--- src/rtl/systolic_mac_pe.sv ---
// ============================================================================
// Module   : systolic_mac_pe
// Brief    : Systolic-array MAC processing element with east/south operand
//            forwarding, K-term dot-product accumulation and sticky error flag.
// Revision : 1.0
// ============================================================================
`default_nettype none

module systolic_mac_pe #(
    parameter int unsigned WIDTH = 32,
    parameter int unsigned K     = 4
) (
    input  logic             clk,
    input  logic             rst,
    input  logic             a_in_valid,
    input  logic [WIDTH-1:0] a_in,
    input  logic             b_in_valid,
    input  logic [WIDTH-1:0] b_in,
    output logic             a_out_valid,
    output logic [WIDTH-1:0] a_out,
    output logic             b_out_valid,
    output logic [WIDTH-1:0] b_out,
    output logic [WIDTH-1:0] result,
    output logic             result_valid,
    output logic             err
);

    localparam int unsigned   C_CNT_W = $clog2(K) + 1;
    localparam [C_CNT_W-1:0]  C_LAST  = C_CNT_W'(K - 1);

    logic               r_a_valid;
    logic [WIDTH-1:0]   r_a;
    logic               r_b_valid;
    logic [WIDTH-1:0]   r_b;
    logic [WIDTH-1:0]   r_acc;
    logic [C_CNT_W-1:0] r_cnt;
    logic [WIDTH-1:0]   r_result;
    logic               r_result_valid;
    logic               r_err;

    logic               w_pair;
    logic               w_misalign;
    logic               w_last;
    logic [WIDTH-1:0]   w_prod;
    logic [WIDTH-1:0]   w_sum;

    assign w_pair     = a_in_valid & b_in_valid;
    assign w_misalign = a_in_valid ^ b_in_valid;
    assign w_last     = (r_cnt == C_LAST);
    // Product and sum both deliberately truncate to WIDTH bits (mod 2^WIDTH).
    assign w_prod     = a_in * b_in;
    assign w_sum      = r_acc + w_prod;

    // Operand forwarding supplies the array skew; data moves even when invalid.
    always_ff @(posedge clk or negedge rst) begin
        if (!rst) begin
            r_a_valid <= 1'b0;
            r_a       <= '0;
            r_b_valid <= 1'b0;
            r_b       <= '0;
        end else begin
            r_a_valid <= a_in_valid;
            r_a       <= a_in;
            r_b_valid <= b_in_valid;
            r_b       <= b_in;
        end
    end

    always_ff @(posedge clk or negedge rst) begin
        if (!rst) begin
            r_acc          <= '0;
            r_cnt          <= '0;
            r_result       <= '0;
            r_result_valid <= 1'b0;
        end else begin
            r_result_valid <= w_pair & w_last;
            if (w_pair) begin
                if (w_last) begin
                    r_result <= w_sum;
                    r_acc    <= '0;
                    r_cnt    <= '0;
                end else begin
                    r_acc    <= w_sum;
                    r_cnt    <= r_cnt + 1'b1;
                end
            end
        end
    end

    // Sticky until reset; a lone operand never touches acc/cnt.
    always_ff @(posedge clk or negedge rst) begin
        if (!rst) begin
            r_err <= 1'b0;
        end else if (w_misalign) begin
            r_err <= 1'b1;
        end
    end

    assign a_out_valid  = r_a_valid;
    assign a_out        = r_a;
    assign b_out_valid  = r_b_valid;
    assign b_out        = r_b;
    assign result       = r_result;
    assign result_valid = r_result_valid;
    assign err          = r_err;

endmodule

`default_nettype wire

--- config.mk ---
export PLATFORM = sky130hd
export DESIGN_NAME = systolic_mac_pe
export DESIGN_NICKNAME = d
export VERILOG_FILES = /design/src/rtl/systolic_mac_pe.sv
export SDC_FILE = /design/constraint.sdc
export NUM_CORES = 1
export LEC_CHECK = 0
export ABC_CLOCK_PERIOD_IN_PS = 11700
export CORE_AREA = 5 5 186 188
export DETAILED_ROUTE_END_ITERATION = 6
export DIE_AREA = 0 0 191 193
export DONT_BUFFER_PORTS = 1
export GPL_ROUTABILITY_DRIVEN = 0
export PLACE_DENSITY = 0.81
export SLEW_MARGIN = 20
export SYNTH_ARGS = -nofsm -noshare
export SYNTH_HDL_FRONTEND = slang
export SYNTH_SLANG_ARGS = --single-unit
--- constraint.sdc ---
create_clock -name clk -period 11.7 [get_ports clk]
set_input_delay 2.34 -clock clk [delete_from_list [all_inputs] [get_ports clk]]
set_output_delay 2.34 -clock clk [all_outputs]
set_load 0.05 [all_outputs]
Word level (Yosys, flattened, before mapping)
Index checks and enable logic that the tools add are counted.
{"block": "word_totals", "reg_bits": 135, "inputBits": 68, "out_inout_bits": 100, "word_cells": 19}
{"block": "classes", "addsub": 2, "n_mul": 1, "n_eq_ne": 1, "muxes": 2, "n_bitwise": 3, "reduce_logical": 1}
{"cell": "adder 32 bit", "count": 1}
{"cell": "multiplier 32 x 32 -> 32 bit", "count": 1}
{"cell": "2-to-1 mux 32 bit", "count": 1}
{"cell": "adder 3 x 1 -> 3 bit, second input constant", "count": 1}
{"cell": "== test 3 x 2 -> 1 bit, second input constant", "count": 1}
{"cell": "2-to-1 mux 3 bit", "count": 1}
{"cell": "AND 1 bit", "count": 2}
{"cell": "AND reduction 2 bit", "count": 1}
{"cell": "XOR 1 bit", "count": 1}

Longest topological paths before layout
Gate-level depths: netlist (run 1).
{"block": "logic_depth", "ltp_word": 3, "mapped_depth": 28, "mapped_depth_nobuf": 26}

Least setup slack after synthesis (run 1)
No wires, ideal clock.
{"block": "synth_path", "kind": "input-to-reg", "from": "input port a_in[12]", "to": "register r_acc[29]", "setup_time_ps": 69, "arrival_time_ps": 8973, "t_required_ps": 11631, "setup_slack_ps": 2658, "cell_stages": 25, "path_buffers": 2, "path_cell_list": "clkbuf_1 clkbuf_1 and2_1 fa_1 fa_1 fa_1 inv_1 fa_1 inv_1 fa_1 inv_1 fa_1 inv_1 fa_1 inv_1 fa_1 inv_1 ha_1 a211oi_2 o21ai_1 a221o_1 o31ai_2 a21boi_1 or4_1 nand3_1"}
{"block": "synth_between", "elab_chain_cells": 3}
{"element": "start, declared", "line_no": "16", "rtl": "input logic [WIDTH-1:0] a_in,"}
{"element": "multiplier 32 x 32 -> 32 bit", "line_no": "51", "rtl": "assign w_prod = a_in * b_in;"}
{"element": "adder 32 bit", "line_no": "52", "rtl": "assign w_sum = r_acc + w_prod;"}
{"element": "2-to-1 mux 32 bit", "line_no": "78", "rtl": "if (w_last) begin"}
{"element": "end signal, assigned", "line_no": "83", "rtl": "r_acc <= w_sum;"}
{"element": "end, declared", "line_no": "35", "rtl": "logic [WIDTH-1:0] r_acc;"}
No other way between the ends.
A chain may end at the register's enable or synchronous reset.

Worst setup path after layout (run 1)
{"block": "layout_path", "from": "input port b_in[5]", "to": "register r_result[29], in the netlist result[29]"}
{"block": "layout_between", "elab_chain_cells": 2}
{"element": "start, declared", "line_no": "18", "rtl": "input logic [WIDTH-1:0] b_in,"}
{"element": "multiplier 32 x 32 -> 32 bit", "line_no": "51"}
{"element": "adder 32 bit", "line_no": "52"}
{"element": "end signal, assigned", "line_no": "79", "rtl": "r_result <= w_sum;"}
{"element": "end, declared", "line_no": "37", "rtl": "logic [WIDTH-1:0] r_result;"}
No other way between the ends.

==> results of run 1 <==
==> routing by layer <==
layer | track usage (%) | wire length, µm
met5 | 0 | 13
met1 | 41.08 | 20730
met3 | 10.26 | 6128
met4 | 9.530 | 1370
met2 | 48.26 | 24700
==> flip-flops by register name (all words and copies together), names as in the netlist <==
register      flops
b_out_valid       1
b_out            32
r_cnt             3
a_out            32
a_out_valid       1
r_acc            32
result           32
result_valid      1
err               1
==> cell families after synthesis <==
kind of cell / count (synthesis) / share of synthesized area (%)
simple gates: 642 / 15.40
fa+ha+maj: 564 / 49.19
flops: 135 / 16.06
buf+inv: 611 / 10.95
mux: 2 / 0.1011
compound gates: 153 / 4.760
xor+xnor: 83 / 3.522
==> layout make-up <==
class                   count  share of cell area (%)
multi-input cells        1444                   70.38
flip-flops and latches    135                   15.49
inverters                 509                   8.762
well taps                 448                   2.571
clock buffers              18                   1.968
clock inverters            14                  0.7173
repair buffers              3                  0.1033
==> metrics by stage <==
stage / instance area (µm²) / std cells
floorplan: 21030 / 2190
global placement: 21220 / 2539
detailed placement: 21220 / 2539
CTS: 21800 / 2571
global route: 21800 / 2571
finish: 21800 / 2571
==> path summary, 6_finish.rpt <==
kind	start	end	slack [ns]	cells after the start
setup / recovery	b_in[5]	result[29]$_DFFE_PN0P_	2.97	23
hold / removal	r_cnt[0]$_DFFE_PN0P_	r_cnt[0]$_DFFE_PN0P_	0.49	1
setup reg to reg	r_acc[18]$_DFFE_PN0P_	result[29]$_DFFE_PN0P_	4.63	22
hold reg to reg	r_cnt[0]$_DFFE_PN0P_	r_cnt[0]$_DFFE_PN0P_	0.49	1
max in group asynchronous	rst	a_out[13]$_DFF_PN0_	9.84	0
min in group asynchronous	rst	result[7]$_DFFE_PN0P_	1.58	0
==> cell usage in the layout (no fill, tap or decap), types with 7 or more instances in the layout <==
| master | n |
|---|---|
| sky130_fd_sc_hd__nor2_1 | 21 |
| sky130_fd_sc_hd__inv_1 | 507 |
| sky130_fd_sc_hd__o22ai_1 | 14 |
| sky130_fd_sc_hd__nand3_1 | 8 |
| sky130_fd_sc_hd__a31oi_1 | 7 |
| sky130_fd_sc_hd__o2bb2ai_1 | 11 |
| sky130_fd_sc_hd__dfrtp_1 | 135 |
| sky130_fd_sc_hd__fa_1 | 438 |
| sky130_fd_sc_hd__a21oi_1 | 27 |
| sky130_fd_sc_hd__xnor2_1 | 61 |
| sky130_fd_sc_hd__nand2_1 | 290 |
| sky130_fd_sc_hd__and2_1 | 295 |
| sky130_fd_sc_hd__xor2_1 | 21 |
| sky130_fd_sc_hd__clkbuf_16 | 17 |
| sky130_fd_sc_hd__a21o_1 | 11 |
| sky130_fd_sc_hd__ha_1 | 126 |
| sky130_fd_sc_hd__o21ai_0 | 41 |
==> metrics.sh, run 1 <==
HOLD_PATH.CLASS='reg2reg'
OUTCOME='completed'
SETUP_VIOL=0
CTSLONGESTPATHBUFFERS=2
INITIAL_UTILIZATION_PCT=63.83
MAX_SLEW_MARGIN_PCT=54.68
ANT_NETS=0
CTS.SINKS=135
DETAIL_ROUTE.FIRST_PASS.ITERATIONS=7
CP_CELL_SEQUENCE='and2_1 > fa_1 > fa_1 > fa_1 > inv_1 > fa_1 > inv_1 > fa_1 > inv_1 > fa_1 > inv_1 > fa_1 > inv_1 > fa_1 > inv_1 > ha_1 > a211oi_2 > o21ai_1 > a221o_1 > o31ai_2 > a21boi_1 > or4_1 > nand3_1'
SYNTH.AVG_CELL_AREA_UM2=9.602
RSZ0062_AT_GRT='no'
SYNTH-ASYNC-RESET-RATIO_PCT=100.0
CP-END-KIND='flop'
CRITICAL_PATH.SLOWEST_CELL='sky130_fd_sc_hd__fa_1'
GRT_OVERFLOW_TOTAL=0
FINAL_LAYOUT_SIZE_SUFFIX_GT1_SHARE_PCT=2.261
SEQ_CELLS_POST_SYNTH=135
FINAL_WORST_CLOCK_SKEW_NS=0.01294
CLKLATENCYLATEPIN_NS=0.45
MAXCLOCKFREQUENCY_GHz=0.1146
MULTI_INPUT_GATE_AREA_UM2=15350
PLACE_WS_NS=2.635
CTS.REPAIR.RESIZED=0
GRT_ANTENNA_BEFORE_REPAIR=1
GRT_PASS1_VIAS=16453
SYNTH.CELL_AREA_UM2=21030
CRITPATHMAXFANOUT=28
TRITONCTS_CLOCK_TREE='done'
FINAL.SETUP.WORST_SLACK_NS=2.975
FINAL_NET_COUNT=2742
GRT_MAX_DEGREE=136
POST_SYNTH_MAIN_AREA_CONTRIBUTORS='sky130_fd_sc_hd__fa_1, sky130_fd_sc_hd__dfrtp_1, sky130_fd_sc_hd__inv_1'
SYNTH.YOSYS.WARNINGS=0
LAYOUT.CORE_UTILIZATION_PCT=66.18
MAX_CAP_VIOL_COUNT=0
IO_PINS=168
NUMBER_OF_REMAINING_DRC_ERRORS=0
WORST-PATH-BUF-INV=6
GLOBAL_ROUTE_WIRE_LENGTH_BEFORE_REPAIR_UM=86960
SYNTH.NET_COUNT=2822
GRT.TOTAL_USAGE_PCT=30.67
ARRIVAL_TIME_OF_DATA_AT_THE_CRITICAL_PATH_ENDPOINT_NS=9.11
CTS_SETUP_BUFFERS=0
TOTALNEGATIVESETUPSLACK_NS=0
CRITPATHMOSTFREQUENTCELL='sky130_fd_sc_hd__fa_1'
CPPEAKSTAGEDELAY_NS=0.57
CP_TOP_FAMILY='adder cells'
START_TO_END_TYPE_OF_THE_WORST_SETUP_PATH='in2reg'
PLACE_HPWL_UM=40980
SYN_INST=2190
CTSROOTBUFFERMASTER='sky130_fd_sc_hd__clkbuf_16'
CHIPHEIGHT_UM=193
NUMCTSBUFFERS=17
WIRELENGTH_UM=52940
FIRST_ITER_VIOLATIONS=1090
CTS.REPORTEDPATHS.CLKPINSLEW_NS=0.07
CRITPATHREQUIREDTIME_NS=12.09
SYNTHDISTINCTLIBCELLS=58
FILL_CELLS=2401
TCRIT_TCLK_FINAL_PCT=74.57
SYNTH_ENABLE_FLOP_CELLS=0
NETLIST.TOP_CELL.BY_AREA='sky130_fd_sc_hd__fa_1'
PLACEABLE_CORE_REGION_UM2=32950
SYNTH_COMMONEST_CELLS='sky130_fd_sc_hd__inv_1, sky130_fd_sc_hd__fa_1, sky130_fd_sc_hd__and2_1'
ROUTED_WIRE_LENGTH_PER_INSTANCE_UM=20.59
PLACEMENT.IO_BUFFERS=0
START_KIND='primary input'
DETAILED_ROUTE_VIAS_PER_INSTANCE=5.719
LAYOUT.AREA.SEQ_UM2=3378
FINAL_HOLD_VIOL_COUNT=0
SEQ_AREA_FRAC_SYNTH_PCT=16.06
SYNTH_LARGEST_TYPE_AREA_FRACTION_PCT=41.70
DESIGN.DIE.AREA_UM2=36860
FIN_HOLD_WS_NS=0.4877
VIAS=14703
SYNTH_FLOP_CELL='sky130_fd_sc_hd__dfrtp_1'
CTSHOLDBUFFERS=0
TIGHTEST_SLEW_NS=0.6798
COUNT_LEADER_SYNTH='sky130_fd_sc_hd__inv_1'
NUM_ROWS=67
DIE_WIDTH_UM=191
LAYOUT_AREA_GROWTH_OVER_SYNTHESIS_PCT=3.689
ANTENNA_CELLS=0
FINAL_MAX_SLEW_VIOL_COUNT=0
PERIOD_NEEDED_NS=8.725
CTS_HTREE_LEVELS=4
Power of run 1 is not shown: default switching activity piles up to over one toggle a cycle in this logic, so the estimate is an artifact.
==> inputs of run 2 (changes only) <==
- ABC_CLOCK_PERIOD_IN_PS: 11700 -> 7700
- CORE_AREA: 5 5 186 188 -> 5 5 192 194
- DIE_AREA: 0 0 191 193 -> 0 0 197 199
- PLACE_DENSITY: 0.81 -> 0.79
- clock period: 11.7 -> 7.7 ns (I/O delays scaled with it)
==> run 2 against run 1 <==
  * Global-route usage fell by 1.4 points
  * Die area is 6.3% higher
  * Final cell count is 2.4% higher
  * Critical path type unchanged
==> metrics.sh, run 2 (same netlist as run 1, synthesis figures left out) <==
OUTCOME='completed'  # unchanged
FINAL_MAX_SLEW_VIOL_COUNT=0  # unchanged
CPPEAKSTAGEDELAY_NS=0.59  # was 0.57 ns
CTS.SINKS=135  # unchanged
CRITPATHREQUIREDTIME_NS=8.02  # was 12.09 ns
LAYOUT_COMMONEST_CELL='sky130_fd_sc_hd__inv_1'  # unchanged
PLACEMENT.IO_BUFFERS=0  # unchanged
GRT_OVERFLOW_TOTAL=0  # unchanged
CLKLATENCYLATEPIN_NS=0.46  # was 0.45 ns
DIE_WIDTH_UM=197  # was 191 µm
NUM_ROWS=69  # was 67
DETAILED_ROUTE_VIAS_PER_INSTANCE=5.603  # was 5.719
CHIPHEIGHT_UM=199  # was 193 µm
COMMONEST_NON_FILL_NON_TAP_CELLS_IN_THE_LAYOUT='sky130_fd_sc_hd__inv_1, sky130_fd_sc_hd__fa_1, sky130_fd_sc_hd__and2_1, sky130_fd_sc_hd__nand2_1, sky130_fd_sc_hd__dfrtp_1'  # unchanged
CP-END-KIND='flop'  # unchanged
MAXCLOCKFREQUENCY_GHz=0.1322
POST_PLACE_CELLS=2599  # was 2539
CTSLONGESTPATHBUFFERS=2  # unchanged
HOLD_PATH.CLASS='reg2reg'  # unchanged
WIRELENGTH_UM=54320  # was 52940 µm
GRT.TOTAL_USAGE_PCT=29.28  # was 30.67%
LAYOUT_AREA_GROWTH_OVER_SYNTHESIS_PCT=6.176  # was 3.689%
FINAL_HOLD_VIOL_COUNT=0  # unchanged
START_TO_END_TYPE_OF_THE_WORST_SETUP_PATH='in2reg'  # unchanged
TOTALNEGATIVESETUPSLACK_NS=0  # unchanged
TCRIT_TCLK_FINAL_PCT=98.23
MULTI_INPUT_GATE_AREA_UM2=15500  # was 15350 µm²
FIRST_ITER_VIOLATIONS=1082  # was 1090
VIAS=14747  # was 14703
WORST-PATH-BUF-INV=7  # was 6
FINISH.CELL_COUNT_WITHOUT_FILLERS=2632  # was 2571
ROUTED_WIRE_LENGTH_PER_INSTANCE_UM=20.64  # was 20.59 µm
CTS.REPORTEDPATHS.CLKPINSLEW_NS=0.07  # about the same
CP_TOP_FAMILY='adder cells'  # unchanged
DETAIL_ROUTE.FIRST_PASS.ITERATIONS=5  # was 7
MAX_CAP_VIOL_COUNT=0  # unchanged
FILL_CELLS=2695  # was 2401
CP_CELL_SEQUENCE='and2_4 > fa_1 > inv_1 > fa_1 > inv_1 > fa_1 > inv_2 > fa_1 > inv_2 > fa_1 > fa_1 > fa_1 > inv_2 > fa_1 > inv_2 > ha_4 > a21oi_2 > o21ai_1 > a221o_1 > o31ai_4 > buf_4 > a31oi_4 > xnor2_2 > o21ai_1'  # was and2_1 > fa_1 > fa_1 > fa_1 > inv_1 > fa_1 > inv_1 > fa_1 > inv_1 > fa_1 > inv_1 > fa_1 > inv_1 > fa_1 > inv_1 > ha_1 > a211oi_2 > o21ai_1 > a221o_1 > o31ai_2 > a21boi_1 > or4_1 > nand3_1
SETUP_VIOL=0  # unchanged
CRITPATHMAXFANOUT=31  # was 28
TRITONCTS_CLOCK_TREE='done'  # unchanged
TIGHTEST_SLEW_NS=1.046  # was 0.6798 ns
RSZ0062_AT_GRT='yes'  # was no
CTS_SETUP_BUFFERS=0  # unchanged
PERIOD_NEEDED_NS=7.563
DESIGN.DIE.AREA_UM2=39200  # was 36860 µm²
LAYOUT.AREA.SEQ_UM2=3378  # unchanged
CRITICAL_PATH.SLOWEST_CELL='sky130_fd_sc_hd__fa_1'  # unchanged
GRT_PASS1_VIAS=16608  # was 16453
IO_PINS=168  # unchanged
FINAL_LAYOUT_SIZE_SUFFIX_GT1_SHARE_PCT=5.530  # was 2.261%
GRT_ANTENNA_BEFORE_REPAIR=1  # unchanged
INITIAL_UTILIZATION_PCT=60.00  # was 63.83%
START_KIND='primary input'  # unchanged
ARRIVAL_TIME_OF_DATA_AT_THE_CRITICAL_PATH_ENDPOINT_NS=7.88  # was 9.11 ns
ANT_NETS=0  # unchanged
CTSROOTBUFFERMASTER='sky130_fd_sc_hd__clkbuf_16'  # unchanged
FINAL_WORST_CLOCK_SKEW_NS=0.01012  # was 0.01294 ns
NUMBER_OF_REMAINING_DRC_ERRORS=0  # unchanged
CTSHOLDBUFFERS=0  # unchanged
CTS.REPAIR.RESIZED=0  # unchanged
MAX_SLEW_MARGIN_PCT=30.23  # was 54.68%
NUMCTSBUFFERS=17  # unchanged
GRT_MAX_DEGREE=136  # unchanged
PLACEABLE_CORE_REGION_UM2=35050  # was 32950 µm²
FINAL_NET_COUNT=2789  # was 2742
GLOBAL_ROUTE_WIRE_LENGTH_BEFORE_REPAIR_UM=88640  # was 86960 µm
CRITPATHMOSTFREQUENTCELL='sky130_fd_sc_hd__fa_1'  # unchanged
PLACE_HPWL_UM=42040  # was 40980 µm
CTS_HTREE_LEVELS=4  # unchanged
==> run 2: cell types whose count changed in the layout (fill, tap and decap cells not counted), sizes merged <==
cell,delta
buf,+47
clkinv,+2
clkinvlp,-1
diode,+1
inv,-1
==> run 2: worst reg2reg max path, cell delays in order (launching register included) <==
cell                      delay, ns
sky130_fd_sc_hd__dfrtp_1       0.32
sky130_fd_sc_hd__inv_1         0.06
sky130_fd_sc_hd__fa_1          0.51
sky130_fd_sc_hd__fa_1          0.55
sky130_fd_sc_hd__inv_1         0.05
sky130_fd_sc_hd__fa_1          0.56
sky130_fd_sc_hd__inv_2         0.05
sky130_fd_sc_hd__fa_1          0.49
sky130_fd_sc_hd__inv_2         0.04
sky130_fd_sc_hd__fa_1          0.55
sky130_fd_sc_hd__fa_1          0.44
sky130_fd_sc_hd__fa_1          0.60
sky130_fd_sc_hd__inv_2         0.05
sky130_fd_sc_hd__fa_1          0.56
sky130_fd_sc_hd__inv_2         0.06
sky130_fd_sc_hd__ha_4          0.23
sky130_fd_sc_hd__a21oi_2       0.13
sky130_fd_sc_hd__o21ai_1       0.07
sky130_fd_sc_hd__a221o_1       0.39
sky130_fd_sc_hd__o31ai_4       0.29
sky130_fd_sc_hd__buf_4         0.19
sky130_fd_sc_hd__a31oi_4       0.09
sky130_fd_sc_hd__xnor2_2       0.21
sky130_fd_sc_hd__o21ai_1       0.08
==> run 2: cell type report <==
type | count | area share [%]
clock buffer | 18 | 1.922
sequential | 135 | 15.13
timing repair buffer | 50 | 1.681
antenna | 1 | 0.01121
multi-input combinational | 1444 | 69.41
inverter | 509 | 8.557
tap | 461 | 2.583
clock inverter | 14 | 0.7061
==> run 2: per-layer routing <==
layer  GRT usage (%)  up-vias  wire [µm]
met4           9.630        2       1905
met2           45.94      747      25280
met3           9.722      144       5826
met1           38.81     7528      21210
met5           1.852        -         95
li1                -     6326          -
==> run 2: final timing paths <==
path	startpoint	endpoint	slack, ns	cells after the start
max	b_in[2]	result[31]$_DFFE_PN0P_	0.14	24
min	r_cnt[0]$_DFFE_PN0P_	r_cnt[0]$_DFFE_PN0P_	0.48	1
max reg2reg	r_acc[22]$_DFFE_PN0P_	result[31]$_DFFE_PN0P_	0.99	23
min reg2reg	r_cnt[0]$_DFFE_PN0P_	r_cnt[0]$_DFFE_PN0P_	0.48	1
max in group asynchronous	rst	b_out[14]$_DFF_PN0_	6.57	0
min in group asynchronous	rst	result[6]$_DFFE_PN0P_	0.77	0
==> run 2: per-stage QoR <==
stage                     hold slack, ns  utilization [%]  cell area (µm²)  worst slack [ns]
after CTS                         0.4881            63.49            22260            0.1058
after floorplan                   0.4573                -            21210           -0.1166
final                             0.4842            63.70            22330            0.1366
after global placement            0.4660            61.82            21670           -0.2386
after detailed placement          0.4794            61.82            21670           -0.3310
after global routing              0.4993            63.70            22330          -0.03434
Power of run 2 is left out for the same reason.
==> inputs of run 3 (changes only) <==
- ABC_CLOCK_PERIOD_IN_PS: 7700 -> 7050
- CORE_AREA: 5 5 192 194 -> 5 5 186 188
- DIE_AREA: 0 0 197 199 -> 0 0 191 193
- GPL_ROUTABILITY_DRIVEN: 0 -> 1
- PLACE_DENSITY: 0.79 -> 0.81
- TNS_END_PERCENT: default -> 20
- clock period: 7.7 -> 7.05 ns (I/O delays scaled with it)
==> run 3 against run 2 <==
  * The flow now finishes with violations (DRC, setup timing)
  * Register-to-register slack lost 0.74 ns
  * Design area rose by 2.2%
  * Count of clock-buffer cells in the layout down 1
  * Global-route usage increased by 2.2 points
  * Non-clock buffer count increased by 34
  * Hold slack improved by 0.015 ns
  * Via count is 2.4% higher
  * First-iteration DRC count up 5.8%
  * Routed wire length about the same
  * Flip-flop and latch count is the same
  * Die area shrank 6.0%
  * Critical path type unchanged
  * Largest cell class unchanged
  * Highest routed layer is now met4
==> metrics.sh, run 3 (same netlist as run 1, synthesis figures left out) <==
SETUP_VIOL=22  # was 0
TCRIT_TCLK_FINAL_PCT=106.0
TIMING.CRITICAL_PATH.FROM='a_in[22]'  # was b_in[2]
POST_PLACE_CELLS=2611  # was 2599
GRT_PASS1_VIAS=16579  # was 16608
TIGHTEST_SLEW_NS=0.6729  # was 1.046 ns
IO_PINS=168  # unchanged
CRITPATHMOSTFREQUENTCELL='sky130_fd_sc_hd__fa_1'  # unchanged
CHIPHEIGHT_UM=193  # was 199 µm
GRT_ANTENNA_BEFORE_REPAIR=1  # unchanged
FINISH.CELL_COUNT_WITHOUT_FILLERS=2652  # was 2632
CRITICAL_PATH.SLOWEST_CELL='sky130_fd_sc_hd__fa_2'  # was sky130_fd_sc_hd__fa_1
FINAL_MAX_SLEW_VIOL_COUNT=0  # unchanged
FIRST_ITER_VIOLATIONS=1145  # was 1082
GRT_MAX_DEGREE=136  # unchanged
START_TO_END_TYPE_OF_THE_WORST_SETUP_PATH='in2reg'  # unchanged
TOTALNEGATIVESETUPSLACK_NS=-4.123  # was 0 ns
CPPEAKSTAGEDELAY_NS=0.57  # was 0.59 ns
MULTI_INPUT_GATE_AREA_UM2=15730  # was 15500 µm²
CRITPATHMAXFANOUT=11  # was 31
START_KIND='primary input'  # unchanged
WORST-PATH-BUF-INV=7  # unchanged
NUMCTSBUFFERS=17  # unchanged
DETAILED_ROUTE_VIAS_PER_INSTANCE=5.696  # was 5.603
FAILED_CHECKS='DRC, setup timing'
PLACE_HPWL_UM=42110  # was 42040 µm
DIE_WIDTH_UM=191  # was 197 µm
LAYOUT.AREA.SEQ_UM2=3378  # unchanged
PLACEABLE_CORE_REGION_UM2=32950  # was 35050 µm²
MAXCLOCKFREQUENCY_GHz=0.1339
LAYOUT.CORE_UTILIZATION_PCT=69.27  # was 63.70%
OUTCOME='finished, violations left'  # was completed
CP_CELL_SEQUENCE='and2_1 > fa_1 > inv_1 > fa_1 > inv_1 > fa_2 > inv_2 > fa_1 > inv_1 > fa_1 > fa_1 > fa_1 > inv_1 > fa_1 > inv_1 > ha_4 > nand3_2 > a211oi_2 > a221o_1 > o31ai_4 > buf_4 > a21boi_4 > or4_4 > nand3_2'  # was and2_4 > fa_1 > inv_1 > fa_1 > inv_1 > fa_1 > inv_2 > fa_1 > inv_2 > fa_1 > fa_1 > fa_1 > inv_2 > fa_1 > inv_2 > ha_4 > a21oi_2 > o21ai_1 > a221o_1 > o31ai_4 > buf_4 > a31oi_4 > xnor2_2 > o21ai_1
CLKLATENCYLATEPIN_NS=0.47  # was 0.46 ns
FINAL_WORST_CLOCK_SKEW_NS=0.01315  # was 0.01012 ns
CTS.REPORTEDPATHS.CLKPINSLEW_NS=0.07  # about the same
DESIGN.DIE.AREA_UM2=36860  # was 39200 µm²
CP_TOP_FAMILY='adder cells'  # unchanged
LAYOUT_AREA_GROWTH_OVER_SYNTHESIS_PCT=8.526  # was 6.176%
GLOBAL_ROUTE_WIRE_LENGTH_BEFORE_REPAIR_UM=88980  # was 88640 µm
GRT.TOTAL_USAGE_PCT=31.43  # was 29.28%
FINAL_NET_COUNT=2823  # was 2789
GP_CONGESTION=0.9324
COMMONEST_NON_FILL_NON_TAP_CELLS_IN_THE_LAYOUT='sky130_fd_sc_hd__inv_1, sky130_fd_sc_hd__fa_1, sky130_fd_sc_hd__and2_1, sky130_fd_sc_hd__nand2_1, sky130_fd_sc_hd__dfrtp_1'  # unchanged
MAX_CAP_VIOL_COUNT=0  # unchanged
HOLD_PATH.CLASS='reg2reg'  # unchanged
FINAL_LAYOUT_SIZE_SUFFIX_GT1_SHARE_PCT=8.802  # was 5.530%
ANTENNA_CELLS=0  # was 1
RSZ0062_AT_GRT='yes'  # unchanged
LAYOUT_COMMONEST_CELL='sky130_fd_sc_hd__inv_1'  # unchanged
INITIAL_UTILIZATION_PCT=63.83  # was 60.00%
CTSROOTBUFFERMASTER='sky130_fd_sc_hd__clkbuf_16'  # unchanged
HOLD_PATH_STARTPOINT='r_cnt[0]$_DFFE_PN0P_'  # unchanged
TRITONCTS_CLOCK_TREE='done'  # unchanged
FINAL_HOLD_VIOL_COUNT=0  # unchanged
ARRIVAL_TIME_OF_DATA_AT_THE_CRITICAL_PATH_ENDPOINT_NS=7.87  # was 7.88 ns
ROUTED_WIRE_LENGTH_PER_INSTANCE_UM=20.47  # was 20.64 µm
DETAIL_ROUTE.FIRST_PASS.ITERATIONS=7  # was 5
ANT_NETS=0  # unchanged
FILL_CELLS=2373  # was 2695
PLACE_WS_NS=-0.8262  # was -0.3310 ns
CTS.SINKS=135  # unchanged
WIRELENGTH_UM=54280  # was 54320 µm
FINAL.SETUP.WORST_SLACK_NS=-0.4200  # was 0.1366 ns
NUM_ROWS=67  # was 69
CP-END-KIND='flop'  # unchanged
CRITPATHREQUIREDTIME_NS=7.45  # was 8.02 ns
PLACEMENT.IO_BUFFERS=0  # unchanged
GRT_OVERFLOW_TOTAL=0  # unchanged
CTSLONGESTPATHBUFFERS=2  # unchanged
WORSTREG2REGSTART='r_acc[20]$_DFFE_PN0P_'  # was r_acc[22]$_DFFE_PN0P_
MAX_SLEW_MARGIN_PCT=54.87  # was 30.23%
NUMBER_OF_REMAINING_DRC_ERRORS=13  # was 0
CTS_HTREE_LEVELS=4  # unchanged
PERIOD_NEEDED_NS=7.470
VIAS=15105  # was 14747
run 3: repair_timing:
item	CTS	global route
buffers inserted	3	6
setup endpoints to repair	24	29
pin swaps	30	25
resized for setup	30	27
hold buffers	0	0
run 3: area by class of cell:
type	instances	share of cell area (%)
Inverter	509	8.372
Sequential cell	135	14.80
Tap cell	448	2.456
Multi-Input combinational cell	1444	68.91
Clock inverter	15	0.8004
Timing Repair Buffer	84	2.796
Clock buffer	17	1.864
run 3: routing by layer:
metal  track usage, %  vias up  wire, µm
li1                 -     6395         -
met1            44.65     7780     22200
met2            48.21      809     24900
met3            9.093      121      5933
met4            8.785        0      1248
met5                0        -         0
run 3: metrics by stage:
stage | cell area (µm²) | hold slack, ns
3_5_place_dp | 21910 | 0.4970
6_report | 22820 | 0.4990
2_1_floorplan | 21290 | 0.4573
4_1_cts | 22690 | 0.5063
5_1_grt | 22820 | 0.5115
3_3_place_gp | 21910 | 0.4647
run 3: final timing paths:
kind | cells past startpoint | slack, ns | endpoint
setup / recovery | 24 | -0.42 | result[29]$_DFFE_PN0P_
hold / removal | 1 | 0.50 | r_cnt[0]$_DFFE_PN0P_
setup reg to reg | 22 | 0.25 | result[29]$_DFFE_PN0P_
hold reg to reg | 1 | 0.50 | r_cnt[0]$_DFFE_PN0P_
max in group asynchronous | 0 | 6.15 | b_out[31]$_DFF_PN0_
min in group asynchronous | 0 | 0.64 | result[12]$_DFFE_PN0P_
Power of run 3 is left out for the same reason.
